==> src/rtl/algo_tg_pkg.sv <==
// Shared types and helpers for the 1r1w algorithmic-memory traffic generator.
package algo_tg_pkg;

  typedef enum logic [2:0] {
    ST_IDLE,
    ST_WAITRDY,
    ST_FILL,
    ST_RW,
    ST_TAIL,
    ST_FINAL,
    ST_DRAIN,
    ST_DONE
  } tg_state_e;

  localparam logic [63:0] ERR_SAT = {64{1'b1}};

  // 32-bit base pattern: address XOR the seed replicated into every byte.
  function automatic logic [31:0] pat(input logic [31:0] a, input logic [7:0] s);
    return a ^ {4{s}};
  endfunction

endpackage

==> src/rtl/algo_tg_exp_pipe.sv <==
// Delay line for the expected-read tuple {valid, addr, data}; clears on reset.
module algo_tg_exp_pipe #(
  parameter int DEPTH = 2,
  parameter int W     = 8
) (
  input  logic         clk,
  input  logic         rst,
  input  logic [W-1:0] d,
  output logic [W-1:0] q
);

  logic [W-1:0] stg [DEPTH];

  always_ff @(posedge clk or negedge rst) begin
    if (!rst) begin
      for (int i = 0; i < DEPTH; i++) stg[i] <= '0;
    end else begin
      stg[0] <= d;
      for (int i = 1; i < DEPTH; i++) stg[i] <= stg[i-1];
    end
  end

  assign q = stg[DEPTH-1];

endmodule

==> src/rtl/algo_1r1w_traffic_gen.sv <==
// Traffic initiator and response checker for the user-side 1r1w memory port.
// Expected read data is the closed-form pattern of address and pass seed.
//
// state   | meaning
// IDLE    | waiting for start
// WAITRDY | waiting for IP initialisation
// FILL    | write pat(adr,0) to every address
// RW      | read with previous seed, write trailing address with current seed
// TAIL    | write last address of the pass
// FINAL   | read-only sweep against the last seed
// DRAIN   | let outstanding reads return
// DONE    | run complete, results held
module algo_1r1w_traffic_gen
  import algo_tg_pkg::*;
#(
  parameter int WIDTH      = 32,
  parameter int NUMADDR    = 8192,
  parameter int BITADDR    = 13,
  parameter int READ_DELAY = 2,
  parameter int NUMPASS    = 4,
  parameter int ERRW       = 16
) (
  input  logic               clk,
  input  logic               rst,
  input  logic               start,
  input  logic               ready,
  output logic               write,
  output logic [BITADDR-1:0] wr_adr,
  output logic [WIDTH-1:0]   din,
  output logic               read,
  output logic [BITADDR-1:0] rd_adr,
  input  logic               rd_vld,
  input  logic [WIDTH-1:0]   rd_dout,
  input  logic               rd_serr,
  input  logic               rd_derr,
  output logic               busy,
  output logic               done,
  output logic               fail,
  output logic [ERRW-1:0]    err_cnt,
  output logic [BITADDR-1:0] err_adr,
  output logic [7:0]         pass_cnt
);

  localparam int PW  = 1 + BITADDR + WIDTH;
  localparam int DCW = (READ_DELAY > 1) ? $clog2(READ_DELAY) : 1;
  localparam logic [BITADDR-1:0] LAST_ADR   = BITADDR'(NUMADDR - 1);
  localparam logic [7:0]         NPASS      = 8'(NUMPASS);
  localparam logic [DCW-1:0]     DRAIN_LOAD = DCW'(READ_DELAY - 1);

  function automatic logic [WIDTH-1:0] pat_w(input logic [BITADDR-1:0] a, input logic [7:0] s);
    logic [31:0]      v;
    logic [WIDTH-1:0] r;
    v = pat(32'(a), s);
    for (int i = 0; i < WIDTH; i++) r[i] = v[i % 32];
    return r;
  endfunction

  tg_state_e          state_q, state_d;
  logic [BITADDR-1:0] adr_q, adr_d;
  logic [7:0]         seed_q, seed_d;
  logic [DCW-1:0]     drain_q, drain_d;
  logic               clr;
  logic [WIDTH-1:0]   exp_data;

  logic               fail_q;
  logic [ERRW-1:0]    err_cnt_q;
  logic [BITADDR-1:0] err_adr_q;

  logic [PW-1:0]      pipe_q;
  logic               e_vld;
  logic [BITADDR-1:0] e_adr;
  logic [WIDTH-1:0]   e_data;
  logic               err_hit;
  logic               unused_serr;

  always_ff @(posedge clk or negedge rst) begin
    if (!rst) begin
      state_q <= ST_IDLE;
      adr_q   <= '0;
      seed_q  <= '0;
      drain_q <= '0;
    end else begin
      state_q <= state_d;
      adr_q   <= adr_d;
      seed_q  <= seed_d;
      drain_q <= drain_d;
    end
  end

  always_comb begin
    state_d  = state_q;
    adr_d    = adr_q;
    seed_d   = seed_q;
    drain_d  = drain_q;
    clr      = 1'b0;
    write    = 1'b0;
    wr_adr   = '0;
    din      = '0;
    read     = 1'b0;
    rd_adr   = '0;
    exp_data = '0;
    case (state_q)
      ST_IDLE, ST_DONE: begin
        if (start) begin
          clr     = 1'b1;
          seed_d  = '0;
          adr_d   = '0;
          state_d = ST_WAITRDY;
        end
      end
      ST_WAITRDY: begin
        if (ready) begin
          adr_d   = '0;
          state_d = ST_FILL;
        end
      end
      ST_FILL: begin
        if (ready) begin
          write  = 1'b1;
          wr_adr = adr_q;
          din    = pat_w(adr_q, 8'd0);
          if (adr_q == LAST_ADR) begin
            adr_d   = '0;
            seed_d  = 8'd1;
            state_d = ST_RW;
          end else begin
            adr_d = adr_q + 1'b1;
          end
        end
      end
      ST_RW: begin
        if (ready) begin
          read     = 1'b1;
          rd_adr   = adr_q;
          exp_data = pat_w(adr_q, seed_q - 8'd1);
          // Write trails the read by one address; nothing to write on the first cycle.
          if (adr_q != '0) begin
            write  = 1'b1;
            wr_adr = adr_q - 1'b1;
            din    = pat_w(adr_q - 1'b1, seed_q);
          end
          if (adr_q == LAST_ADR) state_d = ST_TAIL;
          else                   adr_d   = adr_q + 1'b1;
        end
      end
      ST_TAIL: begin
        if (ready) begin
          write  = 1'b1;
          wr_adr = LAST_ADR;
          din    = pat_w(LAST_ADR, seed_q);
          adr_d  = '0;
          if (seed_q == NPASS) begin
            state_d = ST_FINAL;
          end else begin
            seed_d  = seed_q + 8'd1;
            state_d = ST_RW;
          end
        end
      end
      ST_FINAL: begin
        if (ready) begin
          read     = 1'b1;
          rd_adr   = adr_q;
          exp_data = pat_w(adr_q, NPASS);
          if (adr_q == LAST_ADR) begin
            drain_d = DRAIN_LOAD;
            state_d = ST_DRAIN;
          end else begin
            adr_d = adr_q + 1'b1;
          end
        end
      end
      ST_DRAIN: begin
        if (drain_q == '0) state_d = ST_DONE;
        else               drain_d = drain_q - 1'b1;
      end
      default: state_d = ST_IDLE;
    endcase
  end

  algo_tg_exp_pipe #(
    .DEPTH (READ_DELAY),
    .W     (PW)
  ) u_exp_pipe (
    .clk (clk),
    .rst (rst),
    .d   ({read, rd_adr, exp_data}),
    .q   (pipe_q)
  );

  assign {e_vld, e_adr, e_data} = pipe_q;
  assign unused_serr = rd_serr;

  assign err_hit = (e_vld != rd_vld)
                 | (e_vld & rd_vld & rd_derr)
                 | (e_vld & rd_vld & ~rd_derr & (rd_dout != e_data));

  always_ff @(posedge clk or negedge rst) begin
    if (!rst) begin
      fail_q    <= 1'b0;
      err_cnt_q <= '0;
      err_adr_q <= '0;
    end else if (clr) begin
      fail_q    <= 1'b0;
      err_cnt_q <= '0;
      err_adr_q <= '0;
    end else if (err_hit) begin
      fail_q <= 1'b1;
      if (err_cnt_q != ERR_SAT[ERRW-1:0]) err_cnt_q <= err_cnt_q + 1'b1;
      if (err_cnt_q == '0)                err_adr_q <= e_adr;
    end
  end

  assign busy     = (state_q != ST_IDLE) && (state_q != ST_DONE);
  assign done     = (state_q == ST_DONE);
  assign fail     = fail_q;
  assign err_cnt  = err_cnt_q;
  assign err_adr  = err_adr_q;
  assign pass_cnt = seed_q;

endmodule
==> config.mk <==
export PLATFORM = sky130hd
export DESIGN_NAME = algo_1r1w_traffic_gen
export DESIGN_NICKNAME = d
export VERILOG_FILES = /design/src/rtl/algo_tg_pkg.sv /design/src/rtl/algo_tg_exp_pipe.sv /design/src/rtl/algo_1r1w_traffic_gen.sv
export SDC_FILE = /design/constraint.sdc
export NUM_CORES = 1
export LEC_CHECK = 0
export BUFFER_PORTS_ARGS = -buffer_cell sky130_fd_sc_hd__buf_2
export CAP_MARGIN = 20
export CELL_PAD_IN_SITES_DETAIL_PLACEMENT = 0
export CELL_PAD_IN_SITES_GLOBAL_PLACEMENT = 2
export CORE_UTILIZATION = 30
export DETAILED_ROUTE_END_ITERATION = 7
export PLACE_DENSITY_LB_ADDON = 0.1
export SKIP_LAST_GASP = 1
export SLEW_MARGIN = 30
export SYNTH_ARGS = -nofsm -noshare
export SYNTH_HDL_FRONTEND = slang
export SYNTH_SLANG_ARGS = --single-unit
==> constraint.sdc <==
create_clock -name clk -period 6.7 [get_ports clk]
set_clock_uncertainty 0.05 [all_clocks]
set_input_delay 1.34 -clock clk [delete_from_list [all_inputs] [get_ports clk]]
set_output_delay 1.34 -clock clk [all_outputs]
set_load 0.1 [all_outputs]
==> summary.txt <==
Outcome
  – Status: complete, but fails checks
  – Violated checks: design-rule violations

Layout
  – Post-route design area: 8190 um2
  – Finished Layout Cells: 1,129
  – Fillers: 2,255
  – Area grow syn2layout: 21.4%
  – FF+latch area: 3130 um2
  – Ant. Diodes: 0
  – Multi-input logic area: 3280 um2
  – Layout cells sized above 1: 21.1%
  – Nets@finish: 885
  – End-of-flow core utilization: 37.3%

Global route
  – Initial antenna violation count: 0
  – Global-route wire length before repair: 33.6 mm
  – Total track usage: 18.8%
  – Pin count of the biggest net entering global routing: 68
  – Vias in the first global route: 5,761
  – Grt total ovfl: 0

Floorplan
  – Core Footprint: 22,000 um2
  – Chip width: 152 um
  – Die H: 152 um
  – Io pins: 139
  – Core Rows: 54
  – Die area: 23,100 um2
  – Initial Util: 30.7%

Yosys
  – Sequential-to-total area share from yosys stat: 46.4%
  – Most common cell in the netlist: dfrtp_1
  – EDFF count, synth: 0
  – Synth cell types: 62
  – FFs w/ async S/R, synth: 100%
  – Synth Warn #: 0
  – Area share of the largest cell type after synthesis: 46.4%
  – Cell taking the most area after synthesis: dfrtp_1
  – Synthesized cell area: 6750 um2
  – Post-synth top cells: 125 x dfrtp_1, 71 x nor2_1, 61 x nand2_1, 46 x a21oi_1, 40 x o21ai_0
  – Primary FF master, synth: dfrtp_1
  – Synth area leaders: dfrtp_1 46%, nor2_1 3.9%, xnor2_1 3.6%
  – Register bit total from synthesis: 125
  – Syn Nets: 781
  – Post-Syn Instances: 733
  – Syn Area/Cell: 9.21 um2

Drt
  – Via count: 5,918
  – DR pass1 iterations: 7
  – # DRC: 22
  – Wirelength per Cell: 18.7 um
  – WL final: 21.1 mm
  – Iter 0 DRT Violations: 305
  – Via density: 5.24
  – Post-route ant nets: 0

Critical path
  – Internal reg-to-reg setup slack: 3530 ps
  – CP top delay family: simple AND/OR/NAND/NOR gates
  – Critical path's largest stage delay: 660 ps
  – CP Launch Type: input port
  – Crit-path max FO: 23
  – Setup crit end kind: output port
  – Arrival time worst endpoint: 4320 ps
  – Slowest CP cell: nand2_1
  – Buf/Inv on CP: 2
  – Critical path class: input port to output port
  – Data required, critical path: 5310 ps
  – CP cell instances: buf_2, nor2b_1, nor2b_1, nand2_1, o211a_1, o21ai_0, buf_2

CTS
  – Setup Buffers After CTS: 0
  – # hold bufs at CTS: 0
  – Htree depth: 4
  – Clk sinks: 125
  – Clock transition at path regs: 50 ps
  – CTS tree: built
  – TritonCTS buffer count: 17
  – Later-pin clock latency in the skew report: 410 ps
  – Clk buf depth: 2
  – Post-CTS sizing: 0
  – Root Buffer: clkbuf_16

Place
  – Placed Instances: 1,098
  – I/O Buffers: 137
  – HPWL Detailed: 15.2 mm
  – Placed cell area: 7550 um2
  – Dpl ws: 1050 ps
  – GPL Wtd Cong: 0.809

Job
  – Max cap viols: 0

STA
  – PnR worst setup slack: 994 ps
  – Slew @ Worst Pin: 812 ps
  – Fmax achieved: 175 MHz
  – Setup tns final: 0 ps
  – Final hold vios: 0
  – Final setup vio count: 0
  – Hold WS: 293 ps
  – Final min period: 5710 ps
  – Slew Limit Fails: 0
  – Worst rel slew slack: 45.3%
  – RSZ-0062 raised after global routing: false
  – Period utilisation layout: 85.2%

Worst hold path
  – Hold Path Class: register to register

Pwr
  – Pwr per Cell Area: 437 nW/um2
  – Final Power: 3.58 mW
  – LEAKAGE: 4.06 nW
  – Peak supply drop: 0.266 mV
-- worst paths after layout --
| check | startpoint | endpoint | depth (start not counted) |
|---|---|---|---|
| min in group asynchronous | rst | err_cnt[13]$_DFFE_PN0P_ | 1 |
| setup reg to reg | adr_q[2]$_DFFE_PN0P_ | adr_q[0]$_DFFE_PN0P_ | 6 |
| hold reg to reg | u_exp_pipe.stg[82]$_DFF_PN0_ | u_exp_pipe.q[36]$_DFF_PN0_ | 0 |
| hold / removal | u_exp_pipe.stg[82]$_DFF_PN0_ | u_exp_pipe.q[36]$_DFF_PN0_ | 0 |
| max in group asynchronous | rst | u_exp_pipe.q[42]$_DFF_PN0_ | 2 |
| setup / recovery | ready | wr_adr[7] | 7 |
-- kinds of logic after synthesis --
| family | count (synthesis) | synth area share (%) |
|---|---|---|
| AND/OR/NAND/NOR | 276 | 20.3 |
| AO/OA/AOI/OAI | 176 | 17.2 |
| flip-flops | 125 | 46.4 |
| buffers and inverters | 78 | 5.15 |
| XOR/XNOR | 48 | 6.23 |
| multiplexers | 21 | 3.15 |
| adder cells (fa/ha/maj) | 9 | 1.67 |
-- power breakdown --
group	switching, mW	internal, mW
combinational	1.18	0.377
clock	0.322	0.677
sequential	0.148	0.875
total	1.65	1.93
-- layout make-up --
type                    count  share of cell area [%]
multi-input cells         530                    40.0
flip-flops and latches    125                    38.2
repair buffers            142                    8.90
clock buffers              24                    5.76
well taps                 280                    4.28
clock inverters             7                    1.95
inverters                  21                   0.962
-- per-layer routing --
metal / GRT usage, % / routed length [um] / up-vias
li1: - / - / 2820
met1: 25.0 / 9750 / 2886
met2: 30.4 / 9990 / 186
met3: 3.68 / 1010 / 26
met4: 6.71 / 373 / 0
met5: 0 / 0 / -
-- flip-flops by register name, summed over array words and instances (netlist names) --
| register | count |
|---|---|
| u_exp_pipe.stg | 35 |
| state_q | 3 |
| drain_q | 1 |
| adr_q | 13 |
| u_exp_pipe.q | 35 |
| err_adr | 13 |
| fail | 1 |
| pass_cnt | 8 |
| err_cnt | 16 |
-- worst register-to-register path, cell delays in order (launching register included) --
cell and delay [ps]:
dfrtp_1 790, and3_1 340, nand3_1 380, o2111ai_1 540, and3_1 530, nor2b_1 140
mux2_2 290
-- layout by cell type, fill, tap and decap left out, types with 10 or more instances in the layout --
cell,n
nand3_1,38
nand4_1,12
inv_1,21
clkbuf_16,17
or3_1,10
dfrtp_1,125
and2_1,17
and3_1,12
nor2_1,71
xor2_1,20
nand2_1,61
o31ai_1,16
a21oi_1,45
mux2i_1,19
nand2b_1,10
buf_2,136
nor2b_1,10
o21ai_0,40
xnor2_1,28
Note: power is estimated with default switching activity, not from simulation.
